`config.mk`:
```
export PLATFORM = sky130hd
export DESIGN_NAME = bus_sched
export DESIGN_NICKNAME = d
export VERILOG_FILES = /design/src/rtl/bus_sched.sv
export SDC_FILE = /design/constraint.sdc
export NUM_CORES = 1
export LEC_CHECK = 0
export BUFFER_PORTS_ARGS = -buffer_cell sky130_fd_sc_hd__buf_2
export CORE_MARGIN = 2
export CORE_UTILIZATION = 55
export DETAILED_ROUTE_END_ITERATION = 7
export PLACE_DENSITY = 0.85
export REMOVE_ABC_BUFFERS = 1
export SLEW_MARGIN = 40
export SYNTH_ARGS = -nofsm -noshare
export SYNTH_HDL_FRONTEND = slang
export SYNTH_SLANG_ARGS = --single-unit
```
`constraint.sdc`:
```
create_clock -name ctrl_clk -period 5.9 [get_ports ctrl_clk]
set_clock_uncertainty 0.2 [all_clocks]
set_input_delay 0 -clock ctrl_clk [delete_from_list [all_inputs] [get_ports ctrl_clk]]
set_output_delay 0 -clock ctrl_clk [all_outputs]
set_load 0.1 [all_outputs]
```
`src/rtl/bus_sched.sv`:
```
// Frame-buffer port scheduler: shares one burst memory port between the camera write FIFO and
// the display read FIFO, one command at a time, with a wrapping frame offset per client.
module bus_sched #(
  parameter int unsigned BURST_LEN      = 16,
  parameter int unsigned FIFO_DEPTH     = 512,
  parameter int unsigned WR_FRAME_WORDS = 77924,
  parameter int unsigned RD_FRAME_WORDS = 76800,
  parameter int unsigned WR_BASE        = 0,
  parameter int unsigned RD_BASE        = 0,
  parameter int unsigned LOW_WM         = 64,
  parameter int unsigned ADDR_W         = 24
) (
  input  logic              ctrl_clk,
  input  logic              reset_n,
  input  logic              read_init,
  input  logic [8:0]        write_fifo_rdusedw,
  input  logic [8:0]        read_fifo_wrusedw,
  output logic              mem_req,
  output logic              mem_we,
  output logic [ADDR_W-1:0] mem_addr,
  output logic [4:0]        mem_len,
  input  logic              mem_ack,
  input  logic              mem_beat,
  output logic              wr_fifo_rdreq,
  output logic              rd_fifo_wrreq,
  output logic              wr_frame_done,
  output logic              rd_frame_done,
  output logic              busy
);

  localparam int unsigned MAX_FRAME =
      (WR_FRAME_WORDS > RD_FRAME_WORDS) ? WR_FRAME_WORDS : RD_FRAME_WORDS;
  localparam int unsigned OFF_W = $clog2(MAX_FRAME + 1);

  typedef enum logic [1:0] {StIdle, StReq, StBurst} state_e;

  state_e            r_state, w_state_next;
  logic [OFF_W-1:0]  r_wr_off, r_rd_off;
  logic [OFF_W-1:0]  w_wr_rem, w_rd_rem, w_wr_off_sum, w_rd_off_sum;
  logic [4:0]        w_wr_len, w_rd_len, r_beat_cnt;
  logic [9:0]        w_rd_fill;
  logic              w_wr_elig, w_rd_elig, w_rd_urgent;
  logic              w_grant_wr, w_grant_rd, w_last_beat;
  logic              r_read_active, r_last_grant_wr;
  logic              r_mem_req, r_mem_we, r_busy, r_wr_frame_done, r_rd_frame_done;
  logic [ADDR_W-1:0] r_mem_addr;
  logic [4:0]        r_mem_len;

  // Burst length is clipped to what is left of the frame, so the last burst is partial.
  always_comb begin
    w_wr_rem = OFF_W'(WR_FRAME_WORDS) - r_wr_off;
    w_rd_rem = OFF_W'(RD_FRAME_WORDS) - r_rd_off;
    w_wr_len = (w_wr_rem >= OFF_W'(BURST_LEN)) ? 5'(BURST_LEN) : w_wr_rem[4:0];
    w_rd_len = (w_rd_rem >= OFF_W'(BURST_LEN)) ? 5'(BURST_LEN) : w_rd_rem[4:0];
    w_rd_fill   = {1'b0, read_fifo_wrusedw} + {5'd0, w_rd_len};
    w_wr_elig   = write_fifo_rdusedw >= {4'd0, w_wr_len};
    w_rd_elig   = r_read_active && (w_rd_fill <= 10'(FIFO_DEPTH - 1));
    w_rd_urgent = {1'b0, read_fifo_wrusedw} < 10'(LOW_WM);
    w_wr_off_sum = r_wr_off + OFF_W'(r_mem_len);
    w_rd_off_sum = r_rd_off + OFF_W'(r_mem_len);
  end

  always_comb begin
    w_grant_wr = 1'b0;
    w_grant_rd = 1'b0;
    if (r_state == StIdle) begin
      if (w_wr_elig && w_rd_elig) begin
        if (w_rd_urgent || r_last_grant_wr) w_grant_rd = 1'b1;
        else                                w_grant_wr = 1'b1;
      end else if (w_wr_elig) begin
        w_grant_wr = 1'b1;
      end else if (w_rd_elig) begin
        w_grant_rd = 1'b1;
      end
    end
  end

  assign w_last_beat = (r_state == StBurst) && mem_beat && (r_beat_cnt == r_mem_len - 5'd1);

  always_ff @(posedge ctrl_clk or negedge reset_n) begin
    if (!reset_n) r_state <= StIdle;
    else          r_state <= w_state_next;
  end

  always_comb begin
    w_state_next = r_state;
    unique case (r_state)
      StIdle:  if (w_grant_wr || w_grant_rd) w_state_next = StReq;
      StReq:   if (mem_ack) w_state_next = StBurst;
      StBurst: if (w_last_beat) w_state_next = StIdle;
      default: w_state_next = StIdle;
    endcase
  end

  // FIFO strobes follow mem_beat combinationally; gated by state so reset kills them at once.
  always_comb begin
    wr_fifo_rdreq = 1'b0;
    rd_fifo_wrreq = 1'b0;
    if (r_state == StBurst) begin
      wr_fifo_rdreq = mem_beat & r_mem_we;
      rd_fifo_wrreq = mem_beat & ~r_mem_we;
    end
  end

  always_ff @(posedge ctrl_clk or negedge reset_n) begin
    if (!reset_n) begin
      r_wr_off        <= '0;
      r_rd_off        <= '0;
      r_beat_cnt      <= '0;
      r_read_active   <= 1'b0;
      r_last_grant_wr <= 1'b0;
      r_mem_req       <= 1'b0;
      r_mem_we        <= 1'b0;
      r_mem_addr      <= '0;
      r_mem_len       <= '0;
      r_busy          <= 1'b0;
      r_wr_frame_done <= 1'b0;
      r_rd_frame_done <= 1'b0;
    end else begin
      r_mem_req       <= (w_state_next == StReq);
      r_busy          <= (w_state_next != StIdle);
      r_wr_frame_done <= 1'b0;
      r_rd_frame_done <= 1'b0;
      if (read_init) r_read_active <= 1'b1;

      if (w_grant_wr) begin
        r_mem_we   <= 1'b1;
        r_mem_addr <= ADDR_W'(WR_BASE) + ADDR_W'(r_wr_off);
        r_mem_len  <= w_wr_len;
      end else if (w_grant_rd) begin
        r_mem_we   <= 1'b0;
        r_mem_addr <= ADDR_W'(RD_BASE) + ADDR_W'(r_rd_off);
        r_mem_len  <= w_rd_len;
      end

      if (r_state == StReq && mem_ack)         r_beat_cnt <= '0;
      else if (r_state == StBurst && mem_beat) r_beat_cnt <= r_beat_cnt + 5'd1;

      if (w_last_beat) begin
        r_last_grant_wr <= r_mem_we;
        if (r_mem_we) begin
          if (w_wr_off_sum == OFF_W'(WR_FRAME_WORDS)) begin
            r_wr_off        <= '0;
            r_wr_frame_done <= 1'b1;
          end else begin
            r_wr_off <= w_wr_off_sum;
          end
        end else begin
          if (w_rd_off_sum == OFF_W'(RD_FRAME_WORDS)) begin
            r_rd_off        <= '0;
            r_rd_frame_done <= 1'b1;
          end else begin
            r_rd_off <= w_rd_off_sum;
          end
        end
      end
    end
  end

  assign mem_req       = r_mem_req;
  assign mem_we        = r_mem_we;
  assign mem_addr      = r_mem_addr;
  assign mem_len       = r_mem_len;
  assign busy          = r_busy;
  assign wr_frame_done = r_wr_frame_done;
  assign rd_frame_done = r_rd_frame_done;

endmodule

```
# ---- Yosys cells after proc, flatten, opt, wreduce, memory -nomap -nowiden
# Index checks and enable logic that the tools add are counted.
dict set report word_totals {
  n_memories 0
  in_bits 23
  latchBits 0
  output_inout_bits 36
  reg_bits 77
  ram_bits 0
  rom_bits 0
  word_cells 80
}
dict set report classes {
  magnitude_cmp 5
  bitwise_logic 3
  n_mul 0
  add_sub_neg 7
  mux 33
  eq_ne 6
  div 0
  n_reduce_logical 13
  n_shift 0
}
# operator n
set op_table {}
lappend op_table {{two-way mux 24 bit} 2}
lappend op_table {{adder 17 x 5 -> 17 bit} 2}
lappend op_table {{equality test 17 bit, second input constant} 2}
lappend op_table {{greater-or-equal comparator 17 x 5 -> 1 bit, second input constant} 2}
lappend op_table {{two-way mux 17 bit} 2}
lappend op_table {{subtractor 17 bit, first input constant} 2}
lappend op_table {{two-way mux 5 bit} 6}
lappend op_table {{two-way mux 1 bit} 19}
lappend op_table {{adder 9 x 5 -> 10 bit} 1}
lappend op_table {{less-or-equal comparator 10 x 9 -> 1 bit, second input constant} 1}
lappend op_table {{greater-or-equal comparator 9 x 5 -> 1 bit} 1}
lappend op_table {{< comparator 9 x 7 -> 1 bit, second input constant} 1}
lappend op_table {{two-way mux 2 bit} 3}
lappend op_table {{case mux 2 bit (3 select lines)} 1}
lappend op_table {{nonzero test 2 bit} 3}
lappend op_table {{adder 5 x 1 -> 5 bit, second input constant} 1}
lappend op_table {{equality test 5 bit} 1}
lappend op_table {{logical AND 1 bit} 5}
lappend op_table {{subtractor 5 x 1 -> 5 bit, second input constant} 1}
lappend op_table {{equality test 2 x 1 -> 1 bit, second input constant} 2}
lappend op_table {{AND reduction 2 bit} 2}
lappend op_table {{bitwise AND 1 bit} 2}
lappend op_table {{equality test 2 bit, second input constant} 1}
lappend op_table {{logical NOT 2 bit} 1}
lappend op_table {{2 further kinds} 3}

# ---- Longest topological paths before layout
# Gate-level depths: netlist of the first run.
dict set report depth {
  depth_word 14
  mapped_depth 19
  mapped_depth_nobuf 18
}

# ---- Worst setup path after synthesis of the first run
# Ideal clock, no wire load.
dict set report synth_timing {
  path_kind {reg-to-reg}
  start {register r_rd_off[1]}
  end {register r_mem_len[2] (netlist: mem_len[2])}
  path_slack_ns 1.483
  arrival_ns 4.135
  stages_incl_launch_ff 19
  setup_time_ns 0.082
  path_buffers 1
  t_required_ns 5.618
  period_less_slack_ns 4.417
  cell_sequence {dfrtp_1 > inv_1 > ha_1 > or3b_2 > o31ai_2 > o311ai_0 > nor4_1 > and3_1 > inv_1 > nor2_1 > ha_1 > nand2_1 > o21ai_0 > o21ai_0 > o21ai_0 > and3_1 > clkbuf_1 > or4_1 > a31oi_1}
}
dict set report synth_between {
  elab_chain_len 11
  word_cells_on_any_way 16
  cone_classes {2 x add/sub; 2 x order compare; 9 x mux; 3 x reduce/logical}
}
# element line_no
set synth_lines {}
lappend synth_lines {{start, declared} 38} ;# logic [OFF_W-1:0] r_wr_off, r_rd_off;
lappend synth_lines {{start signal, assigned} 153} ;# r_rd_off <= w_rd_off_sum;
lappend synth_lines {{subtractor 17 bit *} 52} ;# w_rd_rem = OFF_W'(RD_FRAME_WORDS) - r_rd_off;
lappend synth_lines {{greater-or-equal comparator 17 x 5 -> 1 bit} 54} ;# w_rd_len = (w_rd_rem >= OFF_W'(BURST_LEN)) ? 5'(BURST_LEN) : w_rd_rem[4:0];
lappend synth_lines {{two-way mux 5 bit *} 54}
lappend synth_lines {{adder 9 x 5 -> 10 bit} 55} ;# w_rd_fill = {1'b0, read_fifo_wrusedw} + {5'd0, w_rd_len};
lappend synth_lines {{less-or-equal comparator 10 x 9 -> 1 bit} 57} ;# w_rd_elig = r_read_active && (w_rd_fill <= 10'(FIFO_DEPTH - 1));
lappend synth_lines {{logical AND 1 bit} 57}
lappend synth_lines {{two-way mux 1 bit} 72} ;# end else if (w_rd_elig) begin
lappend synth_lines {{two-way mux 1 bit} 70} ;# end else if (w_wr_elig) begin
lappend synth_lines {{two-way mux 1 bit} 67} ;# if (w_wr_elig && w_rd_elig) begin
lappend synth_lines {{two-way mux 1 bit} 66} ;# if (r_state == StIdle) begin
lappend synth_lines {{nonzero test 2 bit (no source line)} --}
lappend synth_lines {{end signal, assigned} 129} ;# r_mem_len <= w_wr_len;
lappend synth_lines {{end signal, assigned} 133} ;# r_mem_len <= w_rd_len;
lappend synth_lines {{end, declared} 47} ;# logic [4:0] r_mem_len;
# Every way passes the cells marked *; elsewhere a longest branch is shown, timed or not. The select of a mux whose other input is x is not followed.
# A chain may end at the register's enable or synchronous reset.

# ---- Final worst setup path of the first run
dict set report layout_timing {
  start {register r_rd_off[1]}
  end {register r_mem_addr[5] (netlist: mem_addr[5])}
}
dict set report layout_between {
  elab_chain_len 11
  word_cells_on_any_way 15
  cone_classes {2 x add/sub; 2 x order compare; 8 x mux; 3 x reduce/logical}
}
# element line_no
set layout_lines {}
lappend layout_lines {{subtractor 17 bit *} 52}
lappend layout_lines {{greater-or-equal comparator 17 x 5 -> 1 bit} 54}
lappend layout_lines {{two-way mux 5 bit *} 54}
lappend layout_lines {{adder 9 x 5 -> 10 bit *} 55}
lappend layout_lines {{less-or-equal comparator 10 x 9 -> 1 bit *} 57}
lappend layout_lines {{logical AND 1 bit *} 57}
lappend layout_lines {{two-way mux 1 bit} 72}
lappend layout_lines {{two-way mux 1 bit} 70}
lappend layout_lines {{two-way mux 1 bit} 67}
lappend layout_lines {{two-way mux 1 bit} 66}
lappend layout_lines {{nonzero test 2 bit (no source line)} --}
lappend layout_lines {{end signal, assigned} 128} ;# r_mem_addr <= ADDR_W'(WR_BASE) + ADDR_W'(r_wr_off);
lappend layout_lines {{end signal, assigned} 132} ;# r_mem_addr <= ADDR_W'(RD_BASE) + ADDR_W'(r_rd_off);
lappend layout_lines {{end, declared} 46} ;# logic [ADDR_W-1:0] r_mem_addr;
# Every way passes the cells marked *; elsewhere a longest branch is shown, timed or not.

==> metrics.txt, run 1 <==
Final Cell Area=0.00579 mm²; CP arrival=4.97 ns; simple-gate portion of the synthesized area=23.5%; largest family of logic cells by synthesized area=simple AND/OR/NAND/NOR gates; DR WL/cell=17.3 µm; chip width=102 µm; vias=4921; VDD IR max=200 µV; clock sink count=70; met3 wire len=914 µm; outcome=complete, no violations; row count=35; Die Span Y=102 µm; final hold vios=0; Crit Reg-Reg Endpoint=mem_addr[5]$_DFFE_PN0P_; leakage power=2.61 nW; R2R Setup Slk=0.94 ns; layout overhead on the synthesized area=9.88%; IO Pins=59; Slew Viols, Final=0; M1 WL=6090 µm; setup repair bufs after CTS=0; Pre-antenna DRT Iters=5; Cells after Synth=624; top routing layer in use=met4; Nets=707; Reg2Reg Depth=18; ANT cells=0; cts bufs inserted=9; vias in the first global route=4599; gpl congestion=0.962; initial antenna violation count=0; XOR/XNOR Fraction of Synth Area=6.48%; WS Path Type=reg -> reg; flops & latches, synth=70; pin count of the biggest net entering global routing=71; Placed Instance Area=0.00554 mm²; CTS max path bufs=2; CTS tree=yes; Avg Vias per Cell=6.24; FILL cells=796; GRT Resource Usage Total=27.1%; RSZ-0062 raised after global routing=no; P per Cell Area=296 mW/mm²; share of cells above drive strength 1=14.2%; Synth Area in Adders=6.93%; Placed Instances=770; sequential area share after synthesis=33.2%; CP Launch Type=register; critical path endpoint category=register; Max Cap Viol=0; Final setup viols=0; fin util=62.4%; EDFF count, synth=0; total core area=0.00928 mm²; DIE AREA=0.0104 mm²; Total Power=1.71 mW; count of cell types in the netlist=68; final worst slack=0.938 ns; Max-slew headroom=42.9%; gr ovfl total=0; syn avg cell area=8.44 µm²; register area=0.00175 mm²; Final Non-Filler Cells=789; Clock Tree Root=clkbuf_8; Reg2Reg Launch Point=r_rd_off[1]$_DFFE_PN0P_; later-pin clock latency in the skew report=0.35 ns; Max Clk Rate=202 MHz; yosys warns=0; Worst EP required=5.91 ns; DR WL met2=6300 µm; pre-CTS WS=1.03 ns; crit path time final=4.96 ns; first-pass GRT wire length=22300 µm; worst hold margin=0.0663 ns; DRC=0; Cell Area, Synth=0.00527 mm²; Top FF cell, synth=dfrtp_1; Final ANT Viol Nets=0; Synth Area in Compound Gates=18.7%; hpwl dp=9910 µm; share of flip-flops with an asynchronous set or reset=100%; Worst Hold Class=in -> async; Routed WL=13700 µm; H-tree levels=3; initial core utilization=56.8%; area taken by multi-input logic gates=0.00326 mm²; post-synthesis mux area share=5.65%; Worst Path Max Fanout=15; final worst-path cycle share=84.1%; PortBufs=51; setup TNS=0 ns; Worst-path clk slew=0.08 ns; Initial DRC Count=328; worst-margin pin slew=0.844 ns
[synth_stat cells, types with 3 or more instances]
library cell  count  share of area (%)
dfrtp_1          70                 33
o21ai_0          64                6.1
nand2_1          59                4.2
nor2_1           59                4.2
clkbuf_1         31                2.2
ha_1             26                6.2
mux2i_1          23                4.4
inv_1            22                1.6
a21oi_1          21                2.0
xor2_1           21                3.5
xnor2_1          18                3.0
nor3_1           17                1.6
nand3_1          16                1.5
nand4_1          12                1.4
nand2b_1         11                1.3
a211oi_1          9                1.3
nor4_1            9                1.1
o211ai_1          8                1.1
buf_4             7                1.0
and2_1            6               0.71
mux2_2            6                1.3
o2111ai_1         6                1.0
or2_2             6               0.71
and3_1            5               0.59
nand3b_1          5               0.71
nor4b_1           5               0.83
o31ai_1           5               0.71
buf_2             4               0.38
nor2b_1           4               0.47
o21a_1            4               0.57
or3_1             4               0.47
or4_1             4               0.57
a21o_1            3               0.43
a31o_2            3               0.50
a31oi_1           3               0.36
a32oi_1           3               0.50
nor3b_1           3               0.43
o31a_1            3               0.50
[critical path, stage by stage (launching register included)]
cell and delay (ns):
dfrtp_1 0.48, inv_1 0.16, ha_1 0.29, or3b_2 0.53, o31ai_2 0.26, o311ai_0 0.21, nor4_1 0.38, and3_1 0.27
inv_1 0.13, nor2_1 0.14, ha_1 0.24, nand2_1 0.06, o21ai_0 0.06, o21ai_0 0.30, o21ai_0 0.18, nand3_1 0.28
buf_4 0.33, mux2i_1 0.23, o21ai_0 0.10
[kinds of logic (layout without fill, tap and decap cells)]
kind of cell	count (synthesis)	in the layout
and+or+nand+nor	238	238
AOI/OAI and AO/OA	154	154
DFF	70	70
buffers and inverters	65	95
xor gates and xnor gates	39	39
muxes	29	29
adders and majority gates	28	28
other	1	7
[how the worst max path moves through the flow]
stage / start / endpoint / slack (ns)
finish: r_rd_off[1]$_DFFE_PN0P_ / mem_addr[5]$_DFFE_PN0P_ / 0.94
global route: r_rd_off[1]$_DFFE_PN0P_ / mem_addr[5]$_DFFE_PN0P_ / 0.49
CTS: r_rd_off[1]$_DFFE_PN0P_ / mem_addr[5]$_DFFE_PN0P_ / 1.00
detailed placement: r_rd_off[1]$_DFFE_PN0P_ / mem_addr[5]$_DFFE_PN0P_ / 1.03
global placement: r_rd_off[1]$_DFFE_PN0P_ / mem_len[2]$_DFFE_PN0P_ / 1.21
floorplan: r_rd_off[1]$_DFFE_PN0P_ / busy$_DFF_PN0_ / 0.82
[routing by layer]
metal | track usage, % | vias to the layer above
met5 | 0 | -
met2 | 42.6 | 238
met3 | 3.90 | 38
met4 | 11.6 | 0
met1 | 37.7 | 2342
li1 | - | 2303
[what timing repair did]
item / in CTS / in global routing
endpoints found under the hold margin: 79 / 0
resized for setup: 0 / 0
hold buffers: 4 / 0
[power by group]
part / internal [mW] / leakage, nW / switching [mW]
clock: 0.236 / 0.109 / 0.189
sequential: 0.530 / 0.903 / 0.0613
combinational: 0.160 / 1.60 / 0.539
[sequential cells by signal (all words and copies together) (netlist names)]
name and cells:
mem_addr 17, r_state 2, r_wr_off 17, busy 1, wr_frame_done 1, r_last_grant_wr 1
r_read_active 1, mem_req 1, rd_frame_done 1, mem_we 1, r_rd_off 17, r_beat_cnt 5
mem_len 5
[cell type report]
cell class | count | share of cell area [%]
Sequential cell | 70 | 30.3
Timing Repair Buffer | 58 | 5.55
Tap cell | 129 | 2.79
Clock buffer | 9 | 2.14
Clock inverter | 6 | 1.51
Inverter | 22 | 1.43
Multi-Input combinational cell | 495 | 56.3
[cell usage in the layout, fill, tap and decap left out, types with 4 or more instances in the layout]
cell type,n
a211oi_1,9
a21oi_1,21
and2_1,6
and3_1,5
buf_2,51
clkbuf_8,9
conb_1,7
dfrtp_1,70
dlygate4sd3_1,4
ha_1,26
inv_1,22
mux2_2,6
mux2i_1,23
nand2_1,59
nand2b_1,11
nand3_1,16
nand3b_1,5
nand4_1,12
nor2_1,59
nor2b_1,4
nor3_1,17
nor4_1,9
nor4b_1,5
o2111ai_1,6
o211ai_1,8
o21a_1,4
o21ai_0,64
o31ai_1,5
or2_2,6
or3_1,4
or4_1,4
xnor2_1,18
xor2_1,21
No activity file was read; power rests on OpenSTA's default activity.
==> run 2, diff against run 1 <==
- CORE_UTILIZATION: 55 -> 54
- PLACE_DENSITY: 0.85 -> 0.86
- clock period: 5.9 -> 4.5 ns (I/O delays scaled with it)
==> run 2 against run 1 <==
Net effect:
- critical path depth shrank 4
- cell area grew 3.7%
- sequential power grew 31%
- global-route usage grew 2.1 points
- largest cell class unchanged
- critical path type unchanged
- count of clock-buffer cells in the layout grew 2
- flip-flop and latch count is the same
- critical endpoint is now mem_req$_DFF_PN0_
- combinational power grew 39%
- first-iteration DRC count grew 44%
- power grew 31%
- sequential share of layout area shrank 1.1 points
- via count grew 4.0%
==> metrics.txt, run 2 (synthesized netlist as in run 1, its figures left out) <==
outcome=complete, no violations (unchanged); cell seen most often among critical-path stages=o21ai_0 (unchanged); cells along the critical path=or2_2 -> or3_1 -> o311ai_2 -> mux2i_1 -> nor4_4 -> buf_4 -> and2_1 -> ha_1 -> o21ai_0 -> a21oi_1 -> a31o_2 -> o21ai_4 -> o21ai_0 -> dlygate4sd3_1 (was inv_1 -> ha_1 -> or3b_2 -> o31ai_2 -> o311ai_0 -> nor4_1 -> and3_1 -> inv_1 -> nor2_1 -> ha_1 -> nand2_1 -> o21ai_0 -> o21ai_0 -> o21ai_0 -> nand3_1 -> buf_4 -> mux2i_1 -> o21ai_0); Worst Setup SP=r_wr_off[8]$_DFFE_PN0P_ (was r_rd_off[1]$_DFFE_PN0P_); Max-slew headroom=46.9% (was 42.9%); Pre-antenna DRT Iters=5 (unchanged); Placed Instance Area=0.00569 mm² (was 0.00554 mm²); most common cell after layout, fill and taps aside=dfrtp_1 (unchanged); leakage power=2.72 nW (was 2.61 nW); Die Span Y=103 µm (was 102 µm); IO Pins=59 (unchanged); cts bufs inserted=9 (unchanged); busiest grt layer=met2 (unchanged); critical path endpoint category=register (unchanged); ANT cells=0 (unchanged); pin count of the biggest net entering global routing=38 (was 71); gpl congestion=0.915 (was 0.962); R2R Setup Slk=0.16 ns (was 0.94 ns); Max Clk Rate=230 MHz (was 202 MHz); later-pin clock latency in the skew report=0.37 ns (was 0.35 ns); CP Launch Type=register (unchanged); final worst-path cycle share=96.4% (was 84.1%); CTS tree=yes (unchanged); CP max-delay cell=dlygate4sd3_1 (was or3b_2); slowest stage delay, CP=0.56 ns (was 0.53 ns); Worst-path clk slew=0.08 ns (about the same); chip width=103 µm (was 102 µm); Reg2Reg Depth=14 (was 18); Slew Viols, Final=0 (unchanged); initial antenna violation count=0 (unchanged); crit path time final=4.34 ns (was 4.96 ns); DRC=0 (unchanged); most frequent cells in the layout=dfrtp_1, o21ai_0, nand2_1, nor2_1, buf_2 (unchanged); vias in the first global route=4892 (was 4599); DIE AREA=0.0106 mm² (was 0.0104 mm²); hpwl dp=10700 µm (was 9910 µm); Worst Path Max Fanout=10 (was 15); P per Cell Area=374 mW/mm² (was 296 mW/mm²); GRT Resource Usage Total=29.2% (was 27.1%); Max Cap Viol=0 (unchanged); vias=5118 (was 4921); Crit Reg-Reg Endpoint=mem_req$_DFF_PN0_ (was mem_addr[5]$_DFFE_PN0P_); Avg Vias per Cell=6.26 (was 6.24); Clock Tree Root=clkbuf_8 (unchanged); CP arrival=4.40 ns (was 4.97 ns); row count=36 (was 35); share of cells above drive strength 1=17.2% (was 14.2%); final hold vios=0 (unchanged); WS Path Type=reg -> reg (unchanged); total core area=0.00964 mm² (was 0.00928 mm²); VDD IR max=401 µV (was 200 µV); Nets=731 (was 707); initial core utilization=54.7% (was 56.8%); Hold Path Origin=write_fifo_rdusedw[6]; GR Util met1=38.3% (was 37.7%); gr ovfl total=0 (unchanged); Critical Path Sink=mem_req$_DFF_PN0_ (was mem_addr[5]$_DFFE_PN0P_); first-pass GRT wire length=23900 µm (was 22300 µm); Worst Hold Class=in -> reg (was in -> async); worst hold margin=0.0243 ns (was 0.0663 ns); PortBufs=51 (unchanged); Routed WL=14700 µm (was 13700 µm); DR WL/cell=18.0 µm (was 17.3 µm); Worst EP required=4.56 ns (was 5.91 ns); worst-margin pin slew=0.796 ns (was 0.844 ns); GRT met3 Usage=4.54% (was 3.90%); Reg2Reg Launch Point=r_wr_off[8]$_DFFE_PN0P_ (was r_rd_off[1]$_DFFE_PN0P_); Initial DRC Count=472 (was 328); met2 Track Usage GR=47.4% (was 42.6%); H-tree levels=3 (unchanged); Final Cell Area=0.00601 mm² (was 0.00579 mm²); CTS max path bufs=2 (unchanged); Final setup viols=0 (unchanged); layout overhead on the synthesized area=14.0% (was 9.88%); clock sink count=70 (unchanged); Final ANT Viol Nets=0 (unchanged)
==> run 2: worst max-delay path: cells and delay by family, from the launching register on <==
| kind | cells | cell delay [ns] |
|---|---|---|
| AO/OA/AOI/OAI | 6 | 1.21 |
| AND/OR/NAND/NOR | 4 | 0.99 |
| flip-flops | 1 | 0.47 |
| buffers and inverters | 2 | 0.74 |
| adder cells (fa/ha/maj) | 1 | 0.26 |
| multiplexers | 1 | 0.36 |
==> run 2: worst min path at each step <==
stage	cells after the start	end	slack (ns)
2_1_floorplan	0	busy$_DFF_PN0_	-0.50
3_3_place_gp	1	r_rd_off[12]$_DFFE_PN0P_	-0.09
5_1_grt	7	mem_addr[6]$_DFFE_PN0P_	0.09
6_report	7	mem_addr[6]$_DFFE_PN0P_	0.02
4_1_cts	7	mem_addr[6]$_DFFE_PN0P_	0.03
3_5_place_dp	1	r_rd_off[5]$_DFFE_PN0P_	-0.07
==> run 2: repair_timing <==
action / 4_1_cts / 5_1_grt
hold endpoints to repair: 43 / 33
resized for setup: 0 / 7
setup buffers: 0 / 2
endpoints found under the setup margin: 0 / 25
hold buffers: 7 / 1
==> run 2: area by class of cell <==
cell class / instances / area, µm²
fillers: 839 / 3630
flip-flops and latches: 70 / 1750
multi-input cells: 495 / 3300
clock inverters: 5 / 33.8
clock buffers: 11 / 151
inverters: 22 / 82.6
repair buffers: 82 / 523
well taps: 133 / 166
==> run 2: power breakdown <==
part / switching [mW] / internal, mW
combinational: 0.721 / 0.252
clock: 0.268 / 0.229
sequential: 0.0811 / 0.694
==> run 2: metrics by stage <==
step,cells,setup WS (ns),util [%],total power [mW],setup TNS [ns]
6_report,818,0.161,62.3,2.25,0
5_1_grt,818,-0.00670,62.3,2.34,-0.00670
3_3_place_gp,792,0.268,59.0,1.70,0
3_5_place_dp,792,0.0878,59.0,1.72,0
4_1_cts,815,0.0373,61.6,2.23,0
2_1_floorplan,587,-0.579,-,1.48,-5.90
==> run 2: metal layers <==
| layer | part of all wire (%) | up-vias |
|---|---|---|
| met3 | 8.1 | 56 |
| met4 | 3.8 | 0 |
| met5 | 0 | - |
| li1 | - | 2347 |
| met2 | 46 | 292 |
| met1 | 42 | 2423 |
